## src/rtl/sand_pkg.sv

```systemverilog
// Shared cell encoding and word unpacking for the streaming sand row update.
// Words are left-aligned: cell 0 (leftmost) sits in the most significant pair.
package sand_pkg;

    localparam int CELL_W    = 2;
    localparam int MAX_CELLS = 64;

    typedef enum logic [CELL_W-1:0] {
        AIR     = 2'd0,
        SAND    = 2'd1,
        SAND_AM = 2'd2,
        WALL    = 2'd3
    } cell_t;

    typedef cell_t cell_vec_t [MAX_CELLS];

    // Unpack the low n cells of a zero-extended word; cell 0 is the leftmost.
    function automatic cell_vec_t unpack_word(input logic [CELL_W*MAX_CELLS-1:0] w,
                                              input int n);
        cell_vec_t v;
        for (int i = 0; i < MAX_CELLS; i++) begin
            v[i] = AIR;
            if (i < n) v[i] = cell_t'(w[CELL_W*(n-1-i) +: CELL_W]);
        end
        return v;
    endfunction

endpackage

```

## src/rtl/sand_row_stream_kernel.sv

```systemverilog
// sand_word_kernel: combinational left-to-right sand step over one word, including
// resolution of a right-edge move pending from the word to its left.
module sand_word_kernel
    import sand_pkg::*;
#(
    parameter int CELLS = 16,
    parameter int COL_W = 1,
    localparam int W      = CELL_W * CELLS,
    localparam int MOVE_W = $clog2(CELLS + 2)
) (
    input  logic [W-1:0]      region,
    input  logic [W-1:0]      floor,
    input  logic [COL_W-1:0]  col_base,
    input  logic              parity,
    input  logic              first,
    input  logic              last,
    input  logic              pend_in,
    input  logic              pend_fb_in,
    input  logic              left_air,
    output logic [W-1:0]      region_upd,
    output logic [W-1:0]      floor_upd,
    output logic              pend_out,
    output logic              pend_fb_out,
    output logic              pend_right,
    output logic              pend_left,
    output logic              left_write,
    output logic [MOVE_W-1:0] moves
);

    logic [CELL_W*MAX_CELLS-1:0] ext_r, ext_f;
    cell_vec_t                   rg, fl;
    logic [COL_W-1:0]            c;
    logic                        pref_left, l_ok, r_ok;

    always_comb begin
        ext_r = '0;
        ext_f = '0;
        ext_r[W-1:0] = region;
        ext_f[W-1:0] = floor;
        rg = unpack_word(ext_r, CELLS);
        fl = unpack_word(ext_f, CELLS);
        pend_out    = 1'b0;
        pend_fb_out = 1'b0;
        pend_right  = 1'b0;
        pend_left   = 1'b0;
        left_write  = 1'b0;
        moves       = '0;
        c           = '0;
        pref_left   = 1'b0;
        l_ok        = 1'b0;
        r_ok        = 1'b0;

        // The previous word's last cell moves before anything in this word is scanned.
        if (pend_in) begin
            if (!first && fl[0] == AIR) begin
                fl[0]      = SAND_AM;
                pend_right = 1'b1;
                moves      = moves + MOVE_W'(1);
            end else if (pend_fb_in) begin
                pend_left = 1'b1;
                moves     = moves + MOVE_W'(1);
            end
        end

        for (int i = 0; i < CELLS; i++) begin
            c         = col_base + COL_W'(i);
            pref_left = c[0] ^ parity;
            l_ok      = (i == 0) ? (!first && left_air) : (fl[(i == 0) ? 0 : i - 1] == AIR);
            r_ok      = (i == CELLS - 1) ? 1'b0 : (fl[(i == CELLS - 1) ? i : i + 1] == AIR);
            if (rg[i] == SAND_AM) begin
                rg[i] = SAND;
            end else if (rg[i] == SAND) begin
                if (fl[i] == AIR) begin
                    rg[i] = AIR;
                    fl[i] = SAND_AM;
                    moves = moves + MOVE_W'(1);
                end else if ((pref_left && l_ok) ||
                             (!pref_left && !r_ok && l_ok && (i != CELLS - 1 || last))) begin
                    rg[i] = AIR;
                    if (i == 0) left_write = 1'b1;
                    else        fl[(i == 0) ? 0 : i - 1] = SAND_AM;
                    moves = moves + MOVE_W'(1);
                end else if (r_ok) begin
                    rg[i] = AIR;
                    fl[(i == CELLS - 1) ? i : i + 1] = SAND_AM;
                    moves = moves + MOVE_W'(1);
                end else if (i == CELLS - 1 && !last) begin
                    // Right target lives in the next word; left stays as the fallback.
                    pend_out    = 1'b1;
                    pend_fb_out = !pref_left && l_ok;
                end
            end
        end

        region_upd = '0;
        floor_upd  = '0;
        for (int i = 0; i < CELLS; i++) begin
            region_upd[CELL_W*(CELLS-1-i) +: CELL_W] = rg[i];
            floor_upd[CELL_W*(CELLS-1-i) +: CELL_W]  = fl[i];
        end
    end

endmodule

```

## src/rtl/sand_row_stream.sv

```systemverilog
// Streaming sand row update: holding register H, output register O, handshake,
// move counter and frame parity. Build with SAND_SPOUT_EN to add the spout input.
module sand_row_stream
    import sand_pkg::*;
#(
    parameter int CELLS         = 16,
    parameter int MAX_ROW_WORDS = 40,
    parameter int SPOUT_LO      = 120,
    parameter int SPOUT_HI      = 127,
    localparam int W            = CELL_W * CELLS
) (
    input  logic         clk,
    input  logic         reset_n,
    input  logic         frame_tick,
    input  logic         in_valid,
    output logic         in_ready,
    input  logic         in_first,
    input  logic         in_last,
    input  logic [W-1:0] in_region,
    input  logic [W-1:0] in_floor,
    output logic         out_valid,
    input  logic         out_ready,
    output logic         out_first,
    output logic         out_last,
    output logic [W-1:0] out_region,
    output logic [W-1:0] out_floor,
    output logic [15:0]  move_count,
    output logic         frame_parity
`ifdef SAND_SPOUT_EN
    ,
    input  logic         spout
`endif
);

    localparam int COL_W  = $clog2(MAX_ROW_WORDS * CELLS + 1);
    localparam int MOVE_W = $clog2(CELLS + 2);

    logic             h_valid, h_first, h_last, h_pend, h_pend_fb, h_spout;
    logic [W-1:0]     h_region, h_floor, h_region_fin, h_floor_fin;
    logic [COL_W-1:0] h_col, col_next, col_base;
    logic             accept, drain, o_free, parity_eff, left_air, spout_req;
    logic [W-1:0]     k_region, k_floor;
    logic             k_pend, k_pend_fb, k_pend_right, k_pend_left, k_left_write;
    logic [MOVE_W-1:0] k_moves;
    logic [15:0]      mc_base;
    logic [16:0]      mc_sum;
    int               colv;

    assign in_ready   = !(out_valid && !out_ready) && !(h_valid && h_last);
    assign accept     = in_valid && in_ready;
    assign o_free     = !out_valid || out_ready;
    assign drain      = h_valid && h_last && o_free;
    assign parity_eff = frame_parity ^ frame_tick;
    assign col_base   = in_first ? '0 : col_next;
    assign left_air   = h_valid && (h_floor[CELL_W-1:0] == AIR);

`ifdef SAND_SPOUT_EN
    logic first_row;

    assign spout_req = spout && (first_row || frame_tick);

    always_ff @(posedge clk or negedge reset_n) begin
        if (!reset_n)                first_row <= 1'b0;
        else if (accept && in_last)  first_row <= 1'b0;
        else if (frame_tick)         first_row <= 1'b1;
    end
`else
    assign spout_req = 1'b0;
`endif

    // Only the parity of the column base matters inside the kernel.
    sand_word_kernel #(
        .CELLS (CELLS),
        .COL_W (1)
    ) u_kernel (
        .region     (in_region),
        .floor      (in_floor),
        .col_base   (col_base[0]),
        .parity     (parity_eff),
        .first      (in_first),
        .last       (in_last),
        .pend_in    (h_valid && h_pend),
        .pend_fb_in (h_pend_fb),
        .left_air   (left_air),
        .region_upd (k_region),
        .floor_upd  (k_floor),
        .pend_out   (k_pend),
        .pend_fb_out(k_pend_fb),
        .pend_right (k_pend_right),
        .pend_left  (k_pend_left),
        .left_write (k_left_write),
        .moves      (k_moves)
    );

    always_comb begin
        h_region_fin = h_region;
        h_floor_fin  = h_floor;
        colv         = 0;
        if (accept) begin
            if (k_pend_right || k_pend_left) h_region_fin[CELL_W-1:0] = AIR;
            if (k_pend_left)  h_floor_fin[2*CELL_W-1:CELL_W] = SAND_AM;
            if (k_left_write) h_floor_fin[CELL_W-1:0]        = SAND_AM;
        end
        for (int i = 0; i < CELLS; i++) begin
            colv = int'(h_col) + i;
            if (h_spout && colv >= SPOUT_LO && colv <= SPOUT_HI &&
                h_region_fin[CELL_W*(CELLS-1-i) +: CELL_W] == AIR)
                h_region_fin[CELL_W*(CELLS-1-i) +: CELL_W] = SAND;
        end
    end

    assign mc_base = frame_tick ? 16'h0000 : move_count;
    assign mc_sum  = {1'b0, mc_base} + (accept ? 17'(k_moves) : 17'd0);

    always_ff @(posedge clk or negedge reset_n) begin
        if (!reset_n) begin
            h_valid      <= 1'b0;
            h_first      <= 1'b0;
            h_last       <= 1'b0;
            h_pend       <= 1'b0;
            h_pend_fb    <= 1'b0;
            h_spout      <= 1'b0;
            h_region     <= '0;
            h_floor      <= '0;
            h_col        <= '0;
            col_next     <= '0;
            out_valid    <= 1'b0;
            out_first    <= 1'b0;
            out_last     <= 1'b0;
            out_region   <= '0;
            out_floor    <= '0;
            move_count   <= '0;
            frame_parity <= 1'b0;
        end else begin
            if (accept) begin
                h_valid   <= 1'b1;
                h_first   <= in_first;
                h_last    <= in_last;
                h_pend    <= k_pend;
                h_pend_fb <= k_pend_fb;
                h_spout   <= spout_req;
                h_region  <= k_region;
                h_floor   <= k_floor;
                h_col     <= col_base;
                col_next  <= col_base + COL_W'(CELLS);
            end else if (drain) begin
                h_valid <= 1'b0;
            end
            if ((accept && h_valid) || drain) begin
                out_valid  <= 1'b1;
                out_first  <= h_first;
                out_last   <= h_last;
                out_region <= h_region_fin;
                out_floor  <= h_floor_fin;
            end else if (out_ready) begin
                out_valid <= 1'b0;
            end
            if (frame_tick) frame_parity <= ~frame_parity;
            move_count <= mc_sum[16] ? 16'hFFFF : mc_sum[15:0];
        end
    end

endmodule

```

## config.mk

```make
export PLATFORM = sky130hd
export DESIGN_NAME = sand_row_stream
export DESIGN_NICKNAME = d
export VERILOG_FILES = /design/src/rtl/sand_pkg.sv /design/src/rtl/sand_row_stream_kernel.sv /design/src/rtl/sand_row_stream.sv
export SDC_FILE = /design/constraint.sdc
export NUM_CORES = 1
export LEC_CHECK = 0
export CAP_MARGIN = 20
export CELL_PAD_IN_SITES_DETAIL_PLACEMENT = 1
export CELL_PAD_IN_SITES_GLOBAL_PLACEMENT = 2
export CORE_ASPECT_RATIO = 0.5
export CORE_UTILIZATION = 30
export CTS_CLUSTER_SIZE = 8
export DETAILED_ROUTE_END_ITERATION = 10
export PLACE_DENSITY = 0.8
export SYNTH_ARGS = -nofsm -noshare
export SYNTH_HDL_FRONTEND = slang
export SYNTH_SLANG_ARGS = --single-unit
```

## constraint.sdc

```tcl
create_clock -name clk -period 9.7 [get_ports clk]
set_clock_uncertainty 0.05 [all_clocks]
set_input_delay 0.97 -clock clk [delete_from_list [all_inputs] [get_ports clk]]
set_output_delay 0.97 -clock clk [all_outputs]
set_load 0.01 [all_outputs]
```

* After elaboration in Yosys (flattened, before gate mapping)
Index checks and enable logic that the tools add are counted.
** Word-level totals
- Register bits :: 163
- Input port bits :: 71
- Output and inout bits :: 85
- Word-level logic and storage cells :: 537
** Cells by class
- Add/subtract/negate cells :: 19
- Eq/ne operators :: 32
- Multiplexer cells :: 318
- Bitwise gates (word level) :: 4
- Reduce and logical (&&, ||, !) cells :: 149
** Operators by type and width (count)
- 5-bit 2-to-1 mux :: 80
- 2-bit 2-to-1 mux :: 176
- 6-bit 2-to-1 mux :: 28
- 2-bit zero test :: 48
- 5-bit by 1-bit adder with 5-bit output, second input constant :: 15
- 1-bit logical AND :: 58
- 2-bit by 1-bit == test with 1-bit output, second input constant :: 16
- 2-bit == test, second input constant :: 16
- 16-bit 2-to-1 mux :: 2
- 1-bit 2-to-1 mux :: 26
- 1-bit zero test :: 22
- 4-bit 2-to-1 mux :: 5
- 1-bit logical OR :: 19
- 16-bit by 5-bit adder with 17-bit output :: 1
- 10-bit by 5-bit adder with 10-bit output, second input constant :: 1
- 10-bit 2-to-1 mux :: 1
- 2-bit nonzero test :: 2
- 1-bit XOR :: 3
- 1-bit by 1-bit adder with 2-bit output, second input constant :: 1
- 1-bit adder, second input constant :: 1
- 1-bit NOT :: 1

* Logic depth before layout (Yosys ltp)
- Word-level depth :: 119
- Gate-level depth with buffers :: 59
- Gate-level depth less buffers :: 58

* Modules after synthesis
Synthesis repeated with hierarchy kept, for this count alone.
** Second synthesis, totals
- Cells, all modules :: 1188
- Area total of the unflattened synthesis :: 10597.7 sq um
** Modules (own cells, without submodules)
- sand_row_stream :: instances 1, cells an instance 585, area each 6303.5 sq um, sequential area each 3853.7 sq um
- sand_word_kernel :: instances 1, cells an instance 603, area each 4294.1 sq um, sequential area each 0.0 sq um

* Least setup slack after synthesis
No wires, ideal clock.
- Path kind :: input -> register
- Start point :: input port frame_tick
- End point :: register move_count[10]
- Library setup time :: 0.140 ns
- Data arrival time :: 10.888 ns
- Required time :: 9.510 ns
- Setup slack :: -1.378 ns
- Cell stages on the path :: 56
- Path buffers :: 3
- Cell sequence :: buf_6 xor2_4 xnor2_1 buf_6 a21oi_2 o211ai_1 and2_1 inv_1 ha_1 mux2i_1 xnor2_1 ha_1 or3_1 a211oi_1 nor2_1 o21ai_0 ha_1 nand3_1 [... 20 more ...] mux2_2 ha_1 mux2i_1 inv_1 ha_1 nand2_1 xor2_1 xnor2_1 nor2_1 ha_1 nor2b_1 o21ai_0 nand2b_1 a21o_1 and2_1 nand2_1 clkbuf_1 o21ai_0
** On the way
- Longest elaborated chain between the ends :: 102
- Elaborated cells on any way between the ends :: 269
- Those cells by class :: 16 x add/sub; 155 x mux; 3 x bitwise; 95 x reduce/logical
** Ends and longest elaborated chain
- from (decl) :: RTL line sand_row_stream.sv:14 : input logic frame_tick,
- 1-bit XOR :: RTL line sand_row_stream.sv:53 : assign parity_eff = frame_parity ^ frame_tick;
- 1-bit XOR :: RTL line sand_row_stream_kernel.sv:67 : pref_left = c[0] ^ parity;
- 1-bit zero test :: RTL line sand_row_stream_kernel.sv:78 : (!pref_left && !r_ok && l_ok && (i != CELLS - 1 || last))) begin
- 1-bit logical AND (2 in series) :: RTL line sand_row_stream_kernel.sv:78
- 1-bit logical OR :: RTL line sand_row_stream_kernel.sv:77 : end else if ((pref_left && l_ok) ||
- 5-bit 2-to-1 mux :: RTL line sand_row_stream_kernel.sv:77
- 5-bit 2-to-1 mux :: RTL line sand_row_stream_kernel.sv:73 : if (fl[i] == AIR) begin
- 5-bit 2-to-1 mux :: RTL line sand_row_stream_kernel.sv:72 : end else if (rg[i] == SAND) begin
- [... 85 more ...]
- 5-bit by 1-bit adder with 5-bit output :: RTL line sand_row_stream_kernel.sv:76, sand_row_stream_kernel.sv:82
- 5-bit 2-to-1 mux :: RTL line sand_row_stream_kernel.sv:77
- 5-bit 2-to-1 mux :: RTL line sand_row_stream_kernel.sv:73
- 5-bit 2-to-1 mux :: RTL line sand_row_stream_kernel.sv:72
- 5-bit 2-to-1 mux :: RTL line sand_row_stream_kernel.sv:70 : if (rg[i] == SAND_AM) begin
- 5-bit 2-to-1 mux :: RTL line sand_row_stream.sv:113 : assign mc_sum = {1'b0, mc_base} + (accept ? 17'(k_moves) : 17'd0);
- 16-bit by 5-bit adder with 17-bit output * :: RTL line sand_row_stream.sv:113
- 16-bit 2-to-1 mux * :: RTL line sand_row_stream.sv:159 : move_count <= mc_sum[16] ? 16'hFFFF : mc_sum[15:0];
- to (signal assigned) :: RTL line sand_row_stream.sv:159
- to (decl) :: RTL line sand_row_stream.sv:27 : output logic [15:0] move_count,
Every way passes the cells marked *; elsewhere a longest branch is shown, timed or not.
A chain may end at the register's enable or synchronous reset.

* Worst setup path in the final report
- Start point :: input port in_floor[29]
- End point :: register move_count[11]
** On the way
- Longest elaborated chain between the ends :: 101
- Elaborated cells on any way between the ends :: 248
- Those cells by class :: 16 x add/sub; 155 x mux; 77 x reduce/logical
** Ends and longest elaborated chain
- from (decl) :: RTL line sand_row_stream.sv:20 : input logic [W-1:0] in_floor,
- 2-bit zero test :: RTL line sand_row_stream_kernel.sv:69 : r_ok = (i == CELLS - 1) ? 1'b0 : (fl[(i == CELLS - 1) ? i : i + 1] == AIR);
- 1-bit zero test :: RTL line sand_row_stream_kernel.sv:78
- 1-bit logical AND (2 in series) :: RTL line sand_row_stream_kernel.sv:78
- 1-bit logical OR :: RTL line sand_row_stream_kernel.sv:77
- 5-bit 2-to-1 mux :: RTL line sand_row_stream_kernel.sv:77
- 5-bit 2-to-1 mux :: RTL line sand_row_stream_kernel.sv:73
- 5-bit 2-to-1 mux :: RTL line sand_row_stream_kernel.sv:72
- 5-bit 2-to-1 mux :: RTL line sand_row_stream_kernel.sv:70
- [... 84 more ...]
- 5-bit by 1-bit adder with 5-bit output :: RTL line sand_row_stream_kernel.sv:76, sand_row_stream_kernel.sv:82
- 5-bit 2-to-1 mux :: RTL line sand_row_stream_kernel.sv:77
- 5-bit 2-to-1 mux :: RTL line sand_row_stream_kernel.sv:73
- 5-bit 2-to-1 mux :: RTL line sand_row_stream_kernel.sv:72
- 5-bit 2-to-1 mux * :: RTL line sand_row_stream_kernel.sv:70
- 5-bit 2-to-1 mux * :: RTL line sand_row_stream.sv:113
- 16-bit by 5-bit adder with 17-bit output * :: RTL line sand_row_stream.sv:113
- 16-bit 2-to-1 mux * :: RTL line sand_row_stream.sv:159
Marks and branches as above.

==> impl_metrics.yaml <==
clocking:
  clock_sinks: 154
  clkTransAtPathRegs_ns: 0.07
  cts_tree: "done"
  clk_root_buffer_cell: "clkbuf_16"
  insertion_delay_ns: 0.45
  htree_levels: 4
  cts_buffer_depth: 2
  cts_buffers: 17
drt:
  wl_mm: 36.96
  vias_per_cell: 5.135
  drc: 10
  wl_per_cell_um: 19.31
  dr_total_vias: 9828
  drtAntennaViolNets: 0
  dr.pass1.iters: 8
  drt_first_iter_violations: 569
synth:
  synth_top_flop_cell: "dfrtp_1"
  synth_edf_count: 0
  synth_area_mm2: 0.01002
  synthTopCellsByCount: "193 x nand2_1, 154 x dfrtp_1, 88 x nor2_1, 76 x o21ai_0, 61 x mux2_2"
  netlist_instances: 1112
  synth_most_common_cell: "nand2_1"
  ys_top_cells_by_area: "dfrtp_1 38%, nand2_1 7.2%, mux2_2 6.9%, o21ai_0 3.8%, nor2_1 3.3%"
  synth_top_area_share_pct: 38.46
  synth-async-reset-ratio_pct: 100.0
  synth_nets: 1204
  synth.avg_cell_area_um2: 9.012
  ys_warn_count: 0
  synth-seq-cells: 154
  ys_seq_area_share_pct: 38.46
  ys_types: 93
  synth_top_area_cell: "dfrtp_1"
die:
  dieArea_mm2: 0.03418
  rows: 46
  core_area_mm2: 0.03229
  die-height_um: 131.2
  fp.dieW_um: 260.5
  pin_count: 156
  initial_core_util_pct: 31.04
sta:
  rsz0062_at_grt: "yes"
  max_freq_mhz: 97.05
  worst_pin_slew_ns: 1.009
  hold_viol: 0
  period_minus_slack_ns: 10.30
  slew_headroom_pct: 32.76
  setup_violations: 16
  finalMaxSlewViolations: 0
  hold_ws_ns: 0.4148
  finalSetupTns_ns: -8.501
  worst_slack_ns: -0.6036
  min_period_over_period_pct: 106.2
grt:
  grt_usage_pct: 22.13
  grt_max_degree: 86
  grt-ovfl-total: 0
  grt_pass1_wl_mm: 59.56
  grt_pass1_vias: 10640
  antenna_found_initial: 1
final_layout:
  syn2layout_area_growth_pct: 47.56
  fin_nets: 1560
  final_layout_size_suffix_gt1_share_pct: 29.98
worst_setup_path:
  required_ns: 9.99
  cp_max_fo: 4
  cp-start-kind: "input pin"
  crit_path_end_kind: "flop"
  cpPeakStageDelay_ns: 0.40
  path_class: "in -> reg"
  cp_data_arrival_time_ns: 10.59
  cpMostUsedCell: "ha_1"
  slowest_stage: "or3_4"
power_and_ir_drop:
  p_int_w: 0.002255
  p_sw_w: 0.001290
  power_frac_comb_pct: 49.1
  p_leak_nw: 6.467
  power_frac_clock_pct: 20.6
  fin_total_pwr_w: 0.003545
  power_density_mw_per_mm2: 239.8
  switching_share_pct: 36.38
  peakVddDrop_mv: 0.1393
  seq_power_share_pct: 30.3
hold_path:
  hp-class: "reg -> reg"
status:
  status: "finished, violations left"
  violations: "design-rule violations, negative setup slack"
place:
  port_buffers: 155
  dpl.hpwl_mm: 27.21
  place_congestion: 0.8732
run:
  maxCapViolCount: 0
-- layer usage --
layer / global-route usage, % / vias up / share of wire, % / wire length (µm)
met1: 29.96 / 4936 / 47 / 17530
met4: 5.556 / 0 / 1.4 / 504
li1: - / 4724 / - / -
met3: 4.668 / 34 / 4.1 / 1533
met2: 35.76 / 134 / 47 / 17390
met5: 0 / - / 0 / 0
-- state kept, by name (all words and copies together), names as in the netlist, 16 cells and up --
| signal | count |
|---|---|
| out_region | 32 |
| out_floor | 32 |
| h_region | 32 |
| move_count | 16 |
| h_floor | 32 |
-- critical path, delay by kind of cell --
kind,cells,cell delay [ns]
buffers and inverters,5,0.69
AO/OA/AOI/OAI,12,2.10
multiplexers,4,0.75
adder cells (fa/ha/maj),9,2.37
AND/OR/NAND/NOR,18,2.57
XOR/XNOR,7,1.11
-- cell type report --
| class | instances | area, µm² |
|---|---|---|
| flip-flops and latches | 154 | 3854 |
| fillers | 3692 | 17500 |
| inverters | 23 | 86.33 |
| well taps | 432 | 540.5 |
| diodes | 1 | 2.502 |
| repair buffers | 374 | 3237 |
| clock inverters | 11 | 156.4 |
| clock buffers | 21 | 470.5 |
| multi-input cells | 898 | 6440 |
-- placed cells by master (no fill, tap or decap), types with 6 or more instances in the layout --
| cell type | count |
|---|---|
| mux2_2 | 60 |
| inv_1 | 15 |
| a31oi_1 | 18 |
| xnor2_1 | 24 |
| a21oi_2 | 6 |
| clkdlybuf4s50_1 | 144 |
| nand2_1 | 183 |
| buf_6 | 7 |
| nand3_1 | 40 |
| a311oi_1 | 6 |
| nor2b_1 | 19 |
| or2_2 | 13 |
| mux2i_1 | 6 |
| a21oi_1 | 46 |
| ha_1 | 14 |
| o211ai_1 | 14 |
| clkbuf_16 | 17 |
| o21ai_1 | 13 |
| xor2_1 | 14 |
| o21ai_0 | 66 |
| a21o_1 | 9 |
| buf_4 | 212 |
| a41oi_1 | 8 |
| o21a_1 | 7 |
| ha_4 | 6 |
| xnor2_2 | 9 |
| and2_1 | 11 |
| nand2_2 | 7 |
| nand2b_1 | 24 |
| nor2_1 | 83 |
| inv_2 | 8 |
| nor3_1 | 20 |
| dfrtp_1 | 154 |
-- kinds of logic after synthesis --
logic type	share of synthesized area, %
flip-flops	38.46
AND/OR/NAND/NOR	21.61
AO/OA/AOI/OAI	19.45
adder cells (fa/ha/maj)	2.797
buffers and inverters	2.510
XOR/XNOR	7.517
multiplexers	7.654
-- power groups by stage --
| stage | Clock (W) | Combinational, W | Sequential, W |
|---|---|---|---|
| after floorplan | 0 | 0.000823 | 0.00111 |
| after global placement | 0 | 0.00158 | 0.00107 |
| after detailed placement | 0 | 0.00163 | 0.00108 |
| after CTS | 0.000747 | 0.00172 | 0.00108 |
| after global routing | 0.000769 | 0.00188 | 0.00111 |
| final | 0.000730 | 0.00174 | 0.00107 |
-- worst paths after layout --
path | startpoint | to | slack [ns] | cells past startpoint
max | in_floor[29] | move_count[11] | -0.60 | 55
min | h_floor[11] | h_floor[11] | 0.41 | 2
max reg2reg | h_valid | move_count[11] | -0.51 | 56
min reg2reg | h_floor[11] | h_floor[11] | 0.41 | 2
max in group asynchronous | reset_n | move_count[4] | 7.61 | 2
min in group asynchronous | reset_n | out_region[19] | 0.54 | 1
-- repair_timing --
item,4_1_cts,5_1_grt
pin swaps,32,17
resized for setup,82,23
hold buffers,0,0
cloned,1,0
setup endpoints to repair,16,16
setup buffers,36,6
-- stage by stage --
step | setup WS [ns] | cells | utilization [%] | area, µm²
after floorplan | -0.3558 | 1112 | - | 10200
after global placement | -1.255 | 1838 | 41.64 | 13440
after detailed placement | -1.613 | 1838 | 41.64 | 13440
after CTS | -0.4279 | 1907 | 45.30 | 14630
after global routing | -1.056 | 1914 | 45.80 | 14790
final | -0.6036 | 1914 | 45.80 | 14790
Power figures use the tool's default switching activity.
